--- src/rtl/fetch_unit.sv ---
// Instruction fetch unit: issues one instruction-memory request at a time,
// steers the PC register, and delivers fetched words into a single IF/ID slot
// with a one-entry hold buffer for words that return while decode is stalled.
module fetch_unit #(
   parameter int DATA_W = 32
) (
   input  logic              clock,
   input  logic              resetActiveLow,
   input  logic [31:0]       programCounter,
   output logic [31:0]       nextProgramCounter,
   output logic              pcEnable,
   output logic              imemRequestValid,
   output logic [31:0]       imemRequestAddress,
   input  logic              imemRequestReady,
   input  logic              imemResponseValid,
   input  logic [DATA_W-1:0] imemResponseData,
   input  logic              redirectValid,
   input  logic [31:0]       redirectTarget,
   input  logic              decodeStall,
   output logic              fetchedValid,
   output logic [DATA_W-1:0] fetchedInstruction,
   output logic [31:0]       fetchedProgramCounter
);

   typedef enum logic [1:0] {
      REQUEST = 2'd0,
      WAIT    = 2'd1,
      HOLD    = 2'd2,
      DRAIN   = 2'd3
   } fetchState_t;

   fetchState_t       state;
   fetchState_t       stateNext;

   logic [31:0]       pendingPc;
   logic [DATA_W-1:0] holdInstruction;
   logic [31:0]       holdProgramCounter;

   logic              accept;
   logic              consume;
   logic              slotFree;
   logic              loadFromResponse;
   logic              loadFromHold;
   logic              captureHold;

   // Next-state selection plus the combinational request/PC-steering outputs.
   always_comb begin
      stateNext          = state;
      loadFromResponse   = 1'b0;
      loadFromHold       = 1'b0;
      captureHold        = 1'b0;

      // Request and PC strobes are gated so nothing leaks out while reset is held.
      imemRequestValid   = resetActiveLow && (state == REQUEST);
      imemRequestAddress = programCounter;
      accept             = imemRequestValid && imemRequestReady;
      pcEnable           = resetActiveLow && (accept || redirectValid);

      // A redirect always wins over the sequential +4 step, even on an accept cycle.
      if (redirectValid) begin
         nextProgramCounter = redirectTarget & 32'hFFFF_FFFC;
      end else begin
         nextProgramCounter = programCounter + 32'd4;
      end

      consume  = fetchedValid && !decodeStall;
      slotFree = !fetchedValid || consume;

      case (state)
         REQUEST: begin
            // A request that leaves on a redirect cycle is stale; its reply must be drained.
            if (accept) begin
               stateNext = redirectValid ? DRAIN : WAIT;
            end
         end
         WAIT: begin
            if (imemResponseValid) begin
               if (redirectValid) begin
                  stateNext = REQUEST;
               end else if (slotFree) begin
                  stateNext        = REQUEST;
                  loadFromResponse = 1'b1;
               end else begin
                  stateNext   = HOLD;
                  captureHold = 1'b1;
               end
            end else if (redirectValid) begin
               stateNext = DRAIN;
            end
         end
         HOLD: begin
            // Leaving HOLD on a redirect is what discards the held word.
            if (redirectValid) begin
               stateNext = REQUEST;
            end else if (!decodeStall) begin
               stateNext    = REQUEST;
               loadFromHold = 1'b1;
            end
         end
         DRAIN: begin
            if (imemResponseValid) begin
               stateNext = REQUEST;
            end
         end
         default: begin
            stateNext = REQUEST;
         end
      endcase
   end

   // FSM state register; reset abandons any outstanding request.
   always_ff @(posedge clock or negedge resetActiveLow) begin
      if (!resetActiveLow) begin
         state <= REQUEST;
      end else begin
         state <= stateNext;
      end
   end

   // Remember the address of the request in flight so its word can be tagged.
   always_ff @(posedge clock or negedge resetActiveLow) begin
      if (!resetActiveLow) begin
         pendingPc <= 32'h0000_0000;
      end else if (accept) begin
         pendingPc <= imemRequestAddress;
      end
   end

   // One-entry hold buffer for a word that arrives while the IF/ID slot is busy.
   always_ff @(posedge clock or negedge resetActiveLow) begin
      if (!resetActiveLow) begin
         holdInstruction    <= '0;
         holdProgramCounter <= 32'h0000_0000;
      end else if (captureHold) begin
         holdInstruction    <= imemResponseData;
         holdProgramCounter <= pendingPc;
      end
   end

   // IF/ID slot: redirect flushes, then a new word loads, otherwise a consume empties it.
   always_ff @(posedge clock or negedge resetActiveLow) begin
      if (!resetActiveLow) begin
         fetchedValid          <= 1'b0;
         fetchedInstruction    <= '0;
         fetchedProgramCounter <= 32'h0000_0000;
      end else if (redirectValid) begin
         fetchedValid <= 1'b0;
      end else if (loadFromResponse) begin
         fetchedValid          <= 1'b1;
         fetchedInstruction    <= imemResponseData;
         fetchedProgramCounter <= pendingPc;
      end else if (loadFromHold) begin
         fetchedValid          <= 1'b1;
         fetchedInstruction    <= holdInstruction;
         fetchedProgramCounter <= holdProgramCounter;
      end else if (consume) begin
         fetchedValid <= 1'b0;
      end
   end

endmodule

--- config.mk ---
export PLATFORM = sky130hd
export DESIGN_NAME = fetch_unit
export DESIGN_NICKNAME = d
export VERILOG_FILES = /design/src/rtl/fetch_unit.sv
export SDC_FILE = /design/constraint.sdc
export NUM_CORES = 1
export LEC_CHECK = 0
export BUFFER_PORTS_ARGS = -buffer_cell sky130_fd_sc_hd__buf_2
export CAP_MARGIN = 10
export CELL_PAD_IN_SITES_DETAIL_PLACEMENT = 2
export CELL_PAD_IN_SITES_GLOBAL_PLACEMENT = 2
export CORE_ASPECT_RATIO = 0.5
export CORE_MARGIN = 5
export CORE_UTILIZATION = 31
export DETAILED_ROUTE_END_ITERATION = 8
export GPL_ROUTABILITY_DRIVEN = 0
export PLACE_DENSITY = 0.87
export SETUP_SLACK_MARGIN = 0.02
export SYNTH_ARGS = -nofsm -noshare
export SYNTH_HDL_FRONTEND = slang
export SYNTH_SLANG_ARGS = --single-unit
--- constraint.sdc ---
create_clock -name clock -period 1.9 [get_ports clock]
set_input_delay 0 -clock clock [delete_from_list [all_inputs] [get_ports clock]]
set_output_delay 0 -clock clock [all_outputs]
set_load 0.005 [all_outputs]
Word-level counts from Yosys, hierarchy flattened --
Cells that the tools add are included.
Storage, ports and cells: input bits 102, logic and storage cells 59, register bits after elaboration 163
Cells by class: reductions and logical operators 13, muxes and demuxes 30, bitwise gates (word level) 1, add/sub/neg operators 1, equal/unequal tests 7
Operator list (number):
- $mux W32 | 5
- $add A32 B3 Y32 const B | 1
- $mux W2 | 9
- $mux W1 | 15
- $pmux W2 S4 | 1
- $ne A3 B3 Y1 const B | 2
- $eq A2 B2 Y1 const B | 2
- $logic_and A1 B1 Y1 | 4
- $ne A2 B2 Y1 const B | 2
- $reduce_and A4 Y1 | 1
- $reduce_bool A4 Y1 | 1
- $eq A2 B1 Y1 const B | 1
- $logic_not A1 Y1 | 2
- $logic_not A2 Y1 | 1
- $logic_or A1 B1 Y1 | 2
- $reduce_and A2 Y1 | 1
- $reduce_bool A2 Y1 | 1
- $not A1 Y1 | 1

Longest topological paths before layout --
depth in word-level cells 9, mapped depth 7

Worst setup path after synthesis --
No wires, ideal clock.
path kind register -> register, start point reg state[0], end point reg pendingPc[24], required time 1.775 ns, cell stages (with the launch flop) 7, arrival 1.632 ns, path slack 0.143 ns, period minus slack after synthesis 1.757 ns, cell sequence dfrtp_1 > buf_2 > nor3b_1 > and2_1 > buf_2 > buf_2 > mux2_2
Between the ends: cells in the longest elaborated chain, start to end 3
RTL lines:
- start: declaration | RTL line 32 | fetchState_t state;
- start signal: assignment | RTL line 116 | state <= stateNext;
- $logic_not A2 Y1 | RTL line 54 | imemRequestValid = resetActiveLow && (state == REQUEST);
- $logic_and A1 B1 Y1 | RTL line 54
- net imemRequestValid | RTL line 12 | output logic imemRequestValid,
- $logic_and A1 B1 Y1 | RTL line 56 | accept = imemRequestValid && imemRequestReady;
- end signal: assignment | RTL line 125 | pendingPc <= imemRequestAddress;
- end: declaration | RTL line 35 | logic [31:0] pendingPc;
The timed path passes the listed nets, and every way through them passes these cells. A chain may end at the register's enable or synchronous reset.

Worst setup path in the final report --
start point in programCounter[28], end point out nextProgramCounter[31]
Between the ends: cells in the longest elaborated chain, start to end 2
RTL lines:
- start: declaration | RTL line 9 | input logic [31:0] programCounter,
- $add A32 B3 Y32 | RTL line 63 | nextProgramCounter = programCounter + 32'd4;
- $mux W32 | RTL line 60 | if (redirectValid) begin
- end: declaration | RTL line 10 | output logic [31:0] nextProgramCounter,
Every way passes these cells.

==> summary.md <==
| Metric | Value |
|---|---|
| Final instance area | `10840 um^2` |
| Final hold viol count | `163` |
| Num CTS Buffers | `17` |
| Type of the worst min-delay path | `in2async` |
| CTS tree | `built` |
| Slowest cell delay on critical path | `0.56 ns` |
| Crit path required time | `1.90 ns` |
| Rows | `41` |
| Avg Cell Area, Syn | `11.29 um^2` |
| Util after Layout | `0.4320` |
| Die Width | `235.4 um` |
| Synthesis-to-layout area growth | `37.67%` |
| DRT Wirelength | `38680 um` |
| Failing checks | `hold timing, setup timing` |
| Core area | `25090 um^2` |
| Nets | `1089` |
| Slowest cell on the critical path | `dlygate4sd3_1` |
| Startpoint types | `primary input` |
| # fillers | `2538` |
| Pwr dens | `1192 nW/um^2` |
| Global-route usage over all layers | `0.2445` |
| DRT Pass-1 Iters | `5` |
| Critical path's top delay family | `buffers and inverters` |
| Post-route insts no fill | `1345` |
| Vias in the first global route | `8328` |
| CP Buf/Inv Count | `4` |
| Via density | `5.493` |
| Post-synth EDFFs | `0` |
| Die area | `28870 um^2` |
| Clock Path Buffers | `2` |
| Reg clk slew, reported paths | `0.08 ns` |
| Crit. End Element | `primary output` |
| P_leak | `5.015 nW` |
| Mapped cell area | `7871 um^2` |
| PortBufs | `230` |
| Most frequent CP cell | `buf_2` |
| Yosys cell types | `40` |
| Htree depth | `4` |
| Status | `complete, but fails checks` |
| Commonest register cell after synthesis | `dfrtp_1` |
| Synth top area share | `0.5182` |
| Clock latency on the worst-skew pair | `0.45 ns` |
| Ys async rst share | `1.000` |
| Placed insts | `1227` |
| Register area | `4081 um^2` |
| Area of the multi-input gates | `3337 um^2` |
| RSZ-0062 raised after global routing | `yes` |
| DRC | `0` |
| Final slew viol count | `0` |
| Pre-CTS setup slack | `-0.08368 ns` |
| Final setup margin | `-0.1823 ns` |
| DR WL/cell | `28.76 um` |
| Reg-to-reg setup timing slack | `-0.03 ns` |
| Mapped Nets | `800` |
| Starting DRT DRC Count | `548` |
| Final ANT Viol Nets | `0` |
| Largest net degree at the start of global routing | `165` |
| Tmin final | `2.082 ns` |
| Fin crit share | `1.096` |
| Yosys reg bits | `163` |
| Synth Instances | `697` |
| First-pass GRT wire length | `53540 um` |
| CP cell instances | `dlygate4sd3_1 -> buf_2 -> and4_1 -> nand4_1 -> buf_4 -> a31oi_1 -> nand3_1 -> buf_2` |
| Max IR drop VDD | `0.6913 mV` |
| Worst Tran Pin Value | `0.9074 ns` |
| Highest clock rate | `0.4802 GHz` |
| Max-cap violations | `0` |
| Vias | `7388` |
| Sequential area share after synthesis | `0.5182` |
| Root Buffer | `clkbuf_16` |
| Antenna violations before repair | `2` |
| Hold buffers post-CTS | `64` |
| Setup Crit Path Kind | `in2out` |
| Total power | `12.91 mW` |
| Clock skew | `0.02114 ns` |
| Headroom to the max-slew limit | `0.3950` |
| Hold slack | `-0.2606 ns` |
| Arrival time at the worst endpoint | `2.08 ns` |
| Starting Density | `0.3138` |
| Synth area leader | `dfrtp_1` |
| Worst Path Max Fanout | `6` |
| Setup TNS | `-0.5285 ns` |
| Layout cells sized above 1 | `0.4054` |
| Setup violators final | `20` |
| Die height | `122.7 um` |
| Global route overflow | `0` |
| Ports | `233` |
| Synth warn | `0` |
| Num Clock Sinks | `163` |
| Post-DP HPWL | `20520 um` |
| Placed Area | `9353 um^2` |
| Synth area leaders | `dfrtp_1 52%, mux2_2 11%, mux2i_1 8.1%` |
## synthesized netlist by cell type (6+ instances only)
master	count
dfrtp_1	163
nor2_1	82
mux2_2	76
a21oi_1	65
mux2i_1	64
buf_4	40
nand2_1	23
mux2_1	22
o21ai_0	20
buf_2	18
a31oi_1	17
clkbuf_1	15
nand4_1	12
nand3_1	8
or3_1	8
o31ai_1	7
or4_1	7
xor2_1	7
and4_1	6
## report_power, final
part / internal, mW / switching, mW / leakage (nW) / total (mW)
Clock: 2.07 / 1.67 / 0.296 / 3.75
Combinational: 1.65 / 1.94 / 2.66 / 3.59
Sequential: 4.59 / 0.985 / 2.06 / 5.58
Total: 8.31 / 4.60 / 5.02 / 12.9
## cell type report
class / instances / share of cell area
Tap cell: 344 / 0.03972
Clock inverter: 12 / 0.01328
Antenna cell: 2 / 0.0004618
Multi-Input combinational cell: 452 / 0.3079
Inverter: 5 / 0.001732
Sequential cell: 163 / 0.3766
Clock buffer: 20 / 0.04307
Timing Repair Buffer: 347 / 0.2172
## layer usage
metal | up-vias | part of all wire | track usage
li1 | 3029 | - | -
met5 | - | 0 | 0
met2 | 333 | 0.53 | 0.4622
met3 | 144 | 0.044 | 0.04333
met1 | 3882 | 0.37 | 0.2575
met4 | 0 | 0.062 | 0.1518
## final timing paths
kind	from	to	cells after the start
min in group clock	programCounter[6]	pendingPc[6]	3
hold / removal	resetActiveLow	holdProgramCounter[24]	2
hold reg to reg	holdInstruction[12]	holdInstruction[12]	1
max in group asynchronous	resetActiveLow	holdInstruction[30]	2
setup reg to reg	state[1]	holdProgramCounter[21]	5
setup / recovery	programCounter[28]	nextProgramCounter[31]	8
## what timing repair did
item	CTS	global route
gates resized for setup	4	8
hold endpoints to repair	259	163
pin swaps	3	3
endpoints found under the setup margin	99	72
setup buffers	4	14
gates cloned	1	1
## worst register-to-register path: cells and delay by family, from the launching register on
family | cells | cell delay (ns)
buffers and inverters | 1 | 0.26
DFF | 1 | 0.47
muxes | 1 | 0.43
and+or+nand+nor | 3 | 0.63
## state kept, by name, indices dropped and copies added (netlist names)
signal,count
holdProgramCounter,32
fetchedValid,1
pendingPc,32
state,2
fetchedProgramCounter,32
fetchedInstruction,32
holdInstruction,32
## cells in the final DEF, fill, tap and decap left out, types with 8 or more instances in the layout
cell type / synthesis / layout
nand3_1: 8 / 8
dfrtp_1: 163 / 161
nor2_1: 82 / 81
dlygate4sd3_1: 0 / 64
buf_4: 40 / 43
buf_12: 0 / 9
nand4_1: 12 / 12
a31oi_1: 17 / 16
o21ai_0: 20 / 20
mux2i_1: 64 / 64
nand2_1: 23 / 23
mux2_1: 22 / 22
mux2_2: 76 / 76
buf_2: 18 / 228
clkbuf_16: 0 / 18
a21oi_1: 65 / 65
## kinds of logic (layout without fill, tap and decap cells)
group / after synthesis / after routing / synth area share
and+or+nand+nor: 164 / 164 / 0.1036
DFF: 163 / 163 / 0.5182
muxes: 162 / 162 / 0.2216
AOI/OAI and AO/OA: 114 / 114 / 0.07980
buffers and inverters: 82 / 384 / 0.06295
xor gates and xnor gates: 11 / 11 / 0.01224
adders and majority gates: 1 / 1 / 0.001589
other: 0 / 2 / 0
Power figures use the tool's default switching activity.
